$ cat config.mk
export PLATFORM = sky130hd
export DESIGN_NAME = tlm_fifo
export DESIGN_NICKNAME = d
export VERILOG_FILES = /design/src/rtl/tlm_fifo.sv
export SDC_FILE = /design/constraint.sdc
export NUM_CORES = 1
export LEC_CHECK = 0
export BUFFER_PORTS_ARGS = -buffer_cell sky130_fd_sc_hd__buf_2
export CAP_MARGIN = 10
export CELL_PAD_IN_SITES_DETAIL_PLACEMENT = 1
export CELL_PAD_IN_SITES_GLOBAL_PLACEMENT = 2
export CORE_ASPECT_RATIO = 0.8
export CORE_MARGIN = 2
export CORE_UTILIZATION = 44
export DETAILED_ROUTE_END_ITERATION = 6
export MAX_ROUTING_LAYER = met4
export PLACE_DENSITY_LB_ADDON = 0.1
export SYNTH_ARGS = -nofsm -noshare
export SYNTH_HDL_FRONTEND = slang
export SYNTH_SLANG_ARGS = --single-unit
$ cat constraint.sdc
create_clock -name clk -period 3.98 [get_ports clk]
set_clock_uncertainty 0.2 [all_clocks]
set_input_delay 0.597 -clock clk [delete_from_list [all_inputs] [get_ports clk]]
set_output_delay 0.597 -clock clk [all_outputs]
set_load 0.03 [all_outputs]
$ cat src/rtl/tlm_fifo.sv
// tlm_fifo: show-ahead synchronous FIFO with valid/ready put and get ports.
// Occupancy flags are registered; get_data is muxed from storage at the head.
module tlm_fifo #(
  parameter int unsigned WIDTH = 65,
  parameter int unsigned DEPTH = 4
) (
  input  logic                           clk,
  input  logic                           reset,
  input  logic                           put_valid,
  output logic                           put_ready,
  input  logic [WIDTH-1:0]               put_data,
  output logic                           get_valid,
  input  logic                           get_ready,
  output logic [WIDTH-1:0]               get_data,
  output logic [$clog2(DEPTH+1)-1:0]     count,
  output logic                           full,
  output logic                           empty
);

  localparam int unsigned CW = $clog2(DEPTH + 1);
  localparam int unsigned PW = (DEPTH > 1) ? $clog2(DEPTH) : 1;

  logic [WIDTH-1:0] mem_q [DEPTH];

  logic [PW-1:0] wr_ptr_q, wr_ptr_d;
  logic [PW-1:0] rd_ptr_q, rd_ptr_d;
  logic [CW-1:0] count_q, count_d;
  logic          full_q, full_d;
  logic          empty_q, empty_d;
  logic          put_fire;
  logic          get_fire;

  // Handshakes and next-state for pointers and occupancy.
  always_comb begin
    put_fire = 1'b0;
    get_fire = 1'b0;
    wr_ptr_d = wr_ptr_q;
    rd_ptr_d = rd_ptr_q;
    count_d  = count_q;

    put_fire = put_valid && !full_q;
    get_fire = get_ready && !empty_q;

    if (put_fire) begin
      wr_ptr_d = (wr_ptr_q == PW'(DEPTH - 1)) ? '0 : wr_ptr_q + PW'(1);
    end
    if (get_fire) begin
      rd_ptr_d = (rd_ptr_q == PW'(DEPTH - 1)) ? '0 : rd_ptr_q + PW'(1);
    end

    case ({put_fire, get_fire})
      2'b10:   count_d = count_q + CW'(1);
      2'b01:   count_d = count_q - CW'(1);
      default: count_d = count_q;
    endcase

    full_d  = (count_d == CW'(DEPTH));
    empty_d = (count_d == '0);
  end

  // Control state register; reset wins over any same-cycle handshake.
  always_ff @(posedge clk) begin
    if (reset) begin
      wr_ptr_q <= '0;
      rd_ptr_q <= '0;
      count_q  <= '0;
      full_q   <= 1'b0;
      empty_q  <= 1'b1;
    end else begin
      wr_ptr_q <= wr_ptr_d;
      rd_ptr_q <= rd_ptr_d;
      count_q  <= count_d;
      full_q   <= full_d;
      empty_q  <= empty_d;
    end
  end

  // Storage write; contents are left stale on reset and masked by empty.
  always_ff @(posedge clk) begin
    if (put_fire && !reset) begin
      mem_q[wr_ptr_q] <= put_data;
    end
  end

  assign put_ready = !full_q;
  assign get_valid = !empty_q;
  assign get_data  = empty_q ? '0 : mem_q[rd_ptr_q];
  assign count     = count_q;
  assign full      = full_q;
  assign empty     = empty_q;

endmodule

# Word level (Yosys, flattened, before mapping)
# Memories as Yosys holds them, arrays and structs flattened. A register that Yosys moved wholly into a read port is not among the register bits.
# Index checks and enable logic that the tools add are counted.
# totals
ram_bits	260
wordCells	30
input_bits	69
ff_bits	9
n_memories	1
# op_classes
n_eq_ne	5
add_sub_neg	4
mux	8
n_reduce_logical	7
# memory_table
name	depth	word_bits	rd	rd_clocked_by_memory_dff	write_ports	line_no	rtl
mem_q	4	65	1	1	1	23	logic [WIDTH-1:0] mem_q [DEPTH];
# ops
cell	count
$mux 65	1
$mux 2	4
$eq 2x2->1 const B	3
$pmux 3 s2	1
$add 2x1->2 const B	2
$add 3x1->3 const B	1
$eq 3x3->1 const B	1
$logic_and 1x1->1	3
$logic_not 1->1	3
$logic_not 3->1	1
$sub 3x1->3 const B	1
$eq 2x1->1 const B	1
$mux 1	2

# Logic depth before layout (Yosys ltp)
# Gate-level depths: netlist of run 1.
# depth
ltp_word	5
depth_mapped	7
depth_no_buf	7

# Worst setup path before layout of run 1
# OpenSTA, ideal clock, no wires.
# synth_path
path_type	input port to flip-flop
start	input port put_valid
end	memory mem_q[0][0] (enable)
n_path_buf	0
stages	4
setup_slack_ns	0.748
required_ns	3.350
t_arrival_ns	2.601
cell_sequence	nor2b_1 inv_1 nor2_1 and2_1
# synth_between
elab_chain_len	4
# synth_lines
item	line_no	rtl
start: declaration	9	input logic put_valid,
$logic_and 1x1->1	41	put_fire = put_valid && !full_q;
$logic_and 1x1->1	80	if (put_fire && !reset) begin
$mux 1	80	
$mux 1 (not written as such)	81	mem_q[wr_ptr_q] <= put_data;
end: declaration	23	
# No other way between the ends.

==> run summary, run 1 <==
Setup violations, final = 0
crit path max fanout = 23
hold slack = 0.0824 ns
critical path data arrival time = 2.56 ns
synth unique cells = 21
CTS H-Tree Depth = 1
number of routed nets with antenna violations = 0
PortBufs = 140
cts repair resizes = 0
fin crit period = 3.36 ns
crit end category = output pin
multi-input logic area = 2180 µm²
CTS Hold Bufs = 0
sequential share of power = 0.455
initial core utilization = 0.445
CTS sink cnt = 271
Yosys Warn Count = 0
Mapped Nets = 545
first-pass GRT wire length = 31.9 mm
sw power = 2.07 mW
commonest non-fill, non-tap cell in the layout = edfxtp_1
final core occ = 0.531
CTS buffer count = 28
cell count after synthesis = 469
reg-to-reg setup timing slack = 1.57 ns
P_leak = 4.26 nW
Post-synth top flop = edfxtp_1
die height = 141 µm
gr usage total = 0.176
layout cells sized above 1 = 0.402
cell area after synthesis = 10400 µm²
clock buffer depth = 3
Hold Vio Cnt, Final = 0
PD cells = 596 nW/µm²
peak supply drop = 0.000312 V
Hold EP = mem_q[0][14]$_DFFE_PP_
IO Count = 141
Initial DRC Count = 356
Remaining Overflow, GRT = 0
Req. time, crit path = 3.18 ns
final slew viol count = 0
post-synth top area share = 0.754
worst r2r dst = empty$_SDFF_PP1_
Max-slew headroom = 0.565
cell taking the most area after synthesis = edfxtp_1
pin count of the biggest net entering global routing = 41
max-cap violations = 0
final WL = 20.6 mm
worst-margin pin slew = 0.653 ns
hold path depth = 1
Residual DRC = 0
worst-case reg-to-reg path depth = 7
GPL Wtd Cong = 0.713
Reg clk slew, reported paths = 0.06 ns
Core Area = 23300 µm²
Worst R2R Start = full$_SDFF_PP0_
Die ar. = 24800 µm²
Sw Ratio = 0.282
initial antenna violation count = 3
worst hold path startpoint = put_data[14]
Via-to-Cell Ratio = 5.20
1st-pass router iterations = 4
HP Class = in -> reg
Clk Latency, worst-skew pair = 0.53 ns
largest cells by area after synthesis = edfxtp_1, mux4_2, and2_1, dfxtp_1, ha_1
CTS tree = built
Total Neg Setup Slack = 0 ns
Layout area overhead = 19.4%
Int Pwr = 5.29 mW
Achievable Freq = 0.298 GHz
Clock Root Buffer = clkbuf_16
Seq/Total Area, Yosys = 0.775
Rows = 50
Period Utilization, post-route = 0.844
critical path class = reg -> out
Combinational Power Share = 0.212
commonest cells after routing, fill and taps aside = edfxtp_1, buf_2, mux4_2, and2_1, clkbuf_16
CP startpoint kind = flip-flop
clock network power share = 0.332
die width = 175 µm
min setup slack post-route = 0.622 ns
Post-CTS Setup Bufs = 0
post-place setup slack = 1.12 ns
fill count = 2159
register area = 8040 µm²
hpwl dp = 12.5 mm
status = finished clean
via count = 5020
final net count = 704
Synth Area per Inst = 22.1 µm²
#FFs+latches synth = 271
RSZ-0062 raised after global routing = no
vias in the first global route = 5493
Post-synth EDFFs = 260
routed len/inst = 21.4 µm
share of flip-flops with an asynchronous set or reset = 0
[final cells by class]
class | count | area share
Sequential cell | 271 | 0.650
Multi-Input combinational cell | 171 | 0.176
Timing Repair Buffer | 151 | 0.0684
Clock buffer | 43 | 0.0680
Tap cell | 312 | 0.0316
Clock inverter | 9 | 0.00324
Inverter | 5 | 0.00152
Antenna cell | 3 | 0.000607
[registers in the layout, indices dropped and copies added, names as in the netlist, named ones only]
| signal | flops |
|---|---|
| wr_ptr_q | 2 |
| empty | 1 |
| rd_ptr_q | 2 |
| count | 3 |
| mem_q | 260 |
| full | 1 |
[power groups by stage]
| stage | sequential (mW) | combinational, mW | clock (mW) |
|---|---|---|---|
| 2_1_floorplan | 3.40 | 1.12 | 0 |
| 3_3_place_gp | 3.41 | 1.58 | 0 |
| 3_5_place_dp | 3.42 | 1.60 | 0 |
| 4_1_cts | 3.36 | 1.60 | 2.52 |
| 5_1_grt | 3.37 | 1.68 | 2.61 |
| 6_report | 3.35 | 1.56 | 2.45 |
[critical path: stages, from the launching register on]
cell,delay [ns]
dfxtp_4,0.68
buf_4,0.39
mux4_2,0.55
and2_1,0.21
buf_2,0.19
[stage by stage]
| stage | area (µm²) | std cells | power (mW) |
|---|---|---|---|
| after floorplan | 10400 | 469 | 4.51 |
| after global placement | 11500 | 910 | 4.99 |
| after detailed placement | 11500 | 910 | 5.02 |
| after CTS | 12400 | 962 | 7.48 |
| after global routing | 12400 | 965 | 7.67 |
| final | 12400 | 965 | 7.36 |
[Yosys cell counts (all sizes together), types with 4 or more instances]
cell type	number
and2	69
buf	13
clkbuf	9
dfxtp	11
edfxtp	260
ha	6
inv	5
mux2i	4
mux4	65
nand2	4
nor2	9
nor2b	4
[routing by layer]
metal	global-route usage	vias up	wire length, µm
met5	-	-	0
met4	0.0418	0	344
met3	0.0448	31	1260
met2	0.285	139	10200
met1	0.227	2629	8860
li1	-	2221	-
[worst max-delay path by stage]
stage	start	to	slack, ns
2_1_floorplan	put_valid	mem_q[0][0]$_DFFE_PP_	0.75
3_3_place_gp	flip-flop	get_data[8]	1.14
3_5_place_dp	flip-flop	get_data[18]	1.12
4_1_cts	flip-flop	get_data[18]	0.54
5_1_grt	flip-flop	get_data[18]	0.43
6_report	flip-flop	get_data[18]	0.62
[logic make-up after synthesis]
family,Yosys count,synth area share
AO/OA/AOI/OAI,4,0.00242
XOR/XNOR,2,0.00169
adder cells (fa/ha/maj),7,0.00919
buffers and inverters,27,0.0150
flip-flops,271,0.775
multiplexers,69,0.145
AND/OR/NAND/NOR,89,0.0510
Power figures use the tool's default switching activity.
==> run 2: changes to the inputs <==
- CORE_UTILIZATION: 44 -> 40
- clock period: 3.98 -> 2.7 ns (I/O delays scaled with it)
==> run 2 against run 1 <==
Against the previous run:
- non-clock buffer count up 88
- critical path type unchanged
- clock power up 56%
- via count up 5.8%
- largest cell class unchanged
- hold slack better by 0.095 ns
- first-iteration DRC count down 33%
- combinational power up 98%
- critical path depth up 1
- sequential cell count unchanged
- cell area up 12%
==> run summary, run 2 (same netlist as run 1, synthesis figures left out) <==
Rows = 52 (+4.0%)
pin count of the biggest net entering global routing = 45 (+9.8%)
critical path data arrival time = 2.04 ns (-0.52 ns)
Via-to-Cell Ratio = 5.00 (-3.9%)
final WL = 22.0 mm (+6.6%)
Die ar. = 27200 µm² (+9.7%)
CTS tree = built
worst r2r dst = full$_SDFF_PP0_
Total Neg Setup Slack = 0 ns (unchanged)
min setup slack post-route = 0.0530 ns (-0.569 ns)
max FFs per register = 260 (unchanged)
clock buffer depth = 3 (unchanged)
1st-pass router iterations = 4 (unchanged)
CTS buffer count = 29 (+3.6%)
initial core utilization = 0.408 (-0.0369)
Worst R2R Start = full$_SDFF_PP0_
GPL Wtd Cong = 0.695 (-2.6%)
Setup violations, final = 0 (unchanged)
PD cells = 854 nW/µm² (+43%)
Initial DRC Count = 240 (-33%)
worst-case reg-to-reg path depth = 7 (unchanged)
Inst Count DP = 932 (+2.4%)
P_leak = 4.82 nW (+13%)
IO Count = 141 (unchanged)
hold path depth = 5 (+4)
via count = 5313 (+5.8%)
Reg clk slew, reported paths = 0.06 ns (about the same)
Hold EP = wr_ptr_q[1]$_SDFFE_PP0P_
CTS sink cnt = 271 (unchanged)
CP startpoint kind = flip-flop
crit end category = output pin
die height = 148 µm (+4.7%)
initial antenna violation count = 0 (-3)
number of routed nets with antenna violations = 0 (unchanged)
Residual DRC = 0 (unchanged)
routed len/inst = 20.7 µm (-3.2%)
Finished Layout Cells = 1063 (+10%)
Clock Root Buffer = clkbuf_16
Max-slew headroom = 0.654 (+0.0895)
diodes inserted = 0 (-3)
RSZ-0062 raised after global routing = yes
gr usage total = 0.166 (-0.00983)
Period Utilization, post-route = 0.980
max-cap violations = 0 (unchanged)
placed cell areas = 11600 µm² (+1.3%)
Final Instance Area = 13800 µm² (+12%)
final slew viol count = 0 (unchanged)
status = finished clean
final net count = 793 (+13%)
Req. time, crit path = 2.10 ns (-1.08 ns)
layout cells sized above 1 = 0.428 (+0.0261)
PortBufs = 140 (unchanged)
reg-to-reg setup timing slack = 0.36 ns (-1.21 ns)
crit path max fanout = 6 (-74%)
Layout area overhead = 33.2%
HP Class = in -> reg
commonest cells after routing, fill and taps aside = edfxtp_1, buf_2, dlygate4sd3_1, mux4_2, buf_6
peak supply drop = 0.000501 V (+60%)
critical path class = reg -> out
worst hold path startpoint = put_valid
Biggest register = mem_q
Remaining Overflow, GRT = 0 (unchanged)
hpwl dp = 12.7 mm (+1.7%)
vias in the first global route = 5853 (+6.6%)
commonest non-fill, non-tap cell in the layout = edfxtp_1
worst-margin pin slew = 0.519 ns (-0.134 ns)
post-place setup slack = 0.159 ns (-0.960 ns)
Achievable Freq = 0.378 GHz
first-pass GRT wire length = 33.3 mm (+4.2%)
die width = 184 µm (+4.8%)
Hold Vio Cnt, Final = 0 (unchanged)
hold slack = 0.178 ns (+0.0954 ns)
CTS H-Tree Depth = 1 (unchanged)
fin crit period = 2.65 ns
Clk Latency, worst-skew pair = 0.53 ns (about the same)
Core Area = 25400 µm² (+9.0%)
[run 2: changes by cell type in the layout (fill, tap and decap cells not counted), moves of 3 or more]
cell / before / now
dlygate4sd3_1: 0 / 66
buf_2: 140 / 90
buf_6: 0 / 46
and2_1: 65 / 37
and2_4: 4 / 32
buf_4: 6 / 19
buf_12: 5 / 12
clkbuf_1: 10 / 6
clkinvlp_4: 0 / 4
bufinv_16: 0 / 3
diode_2: 3 / 0
[run 2: cell type report]
type / instances / area [µm²]
fill: 2250 / 11600
inverter: 5 / 18.8
multi-input combinational: 171 / 2250
clock buffer: 35 / 748
clock inverter: 18 / 170
tap: 324 / 405
timing repair buffer: 239 / 2170
sequential: 271 / 8040
[run 2: worst max path at each step]
stage | slack [ns] | endpoint
2_1_floorplan | 0.35 | empty$_SDFF_PP1_
3_3_place_gp | 0.30 | empty$_SDFF_PP1_
3_5_place_dp | 0.16 | full$_SDFF_PP0_
4_1_cts | -0.05 | get_data[3]
5_1_grt | -0.04 | get_data[3]
6_report | 0.05 | get_data[47]
[run 2: metal layers]
metal	share of wire	vias up	GRT usage
li1	-	2391	-
met4	0.016	0	0.0352
met5	0	-	-
met1	0.44	2762	0.211
met3	0.046	32	0.0347
met2	0.50	128	0.279
[run 2: report_power, final]
group	leakage, nW	switching, mW	internal (mW)
Sequential	2.45	0.0749	4.81
Combinational	1.93	1.66	1.43
Clock	0.441	1.56	2.25
Total	4.82	3.29	8.49
[run 2: through the flow]
stage / util / power (mW)
2_1_floorplan: - / 6.65
3_3_place_gp: 0.458 / 7.40
3_5_place_dp: 0.458 / 7.42
4_1_cts: 0.534 / 11.8
5_1_grt: 0.544 / 12.3
6_report: 0.544 / 11.8
[run 2: worst max-delay path, stage by stage (launching register included)]
cell and delay [ns]:
dfxtp_4 0.38, buf_12 0.15, buf_16 0.14, mux4_2 0.53
and2_4 0.18, buf_6 0.13
[run 2: repair_timing]
item                                   CTS  global route
cloned                                   0             6
setup endpoints to repair               65            65
endpoints found under the hold margin  266             0
buffers inserted                         1             5
resized for setup                      117            17
hold buffers                            66             0
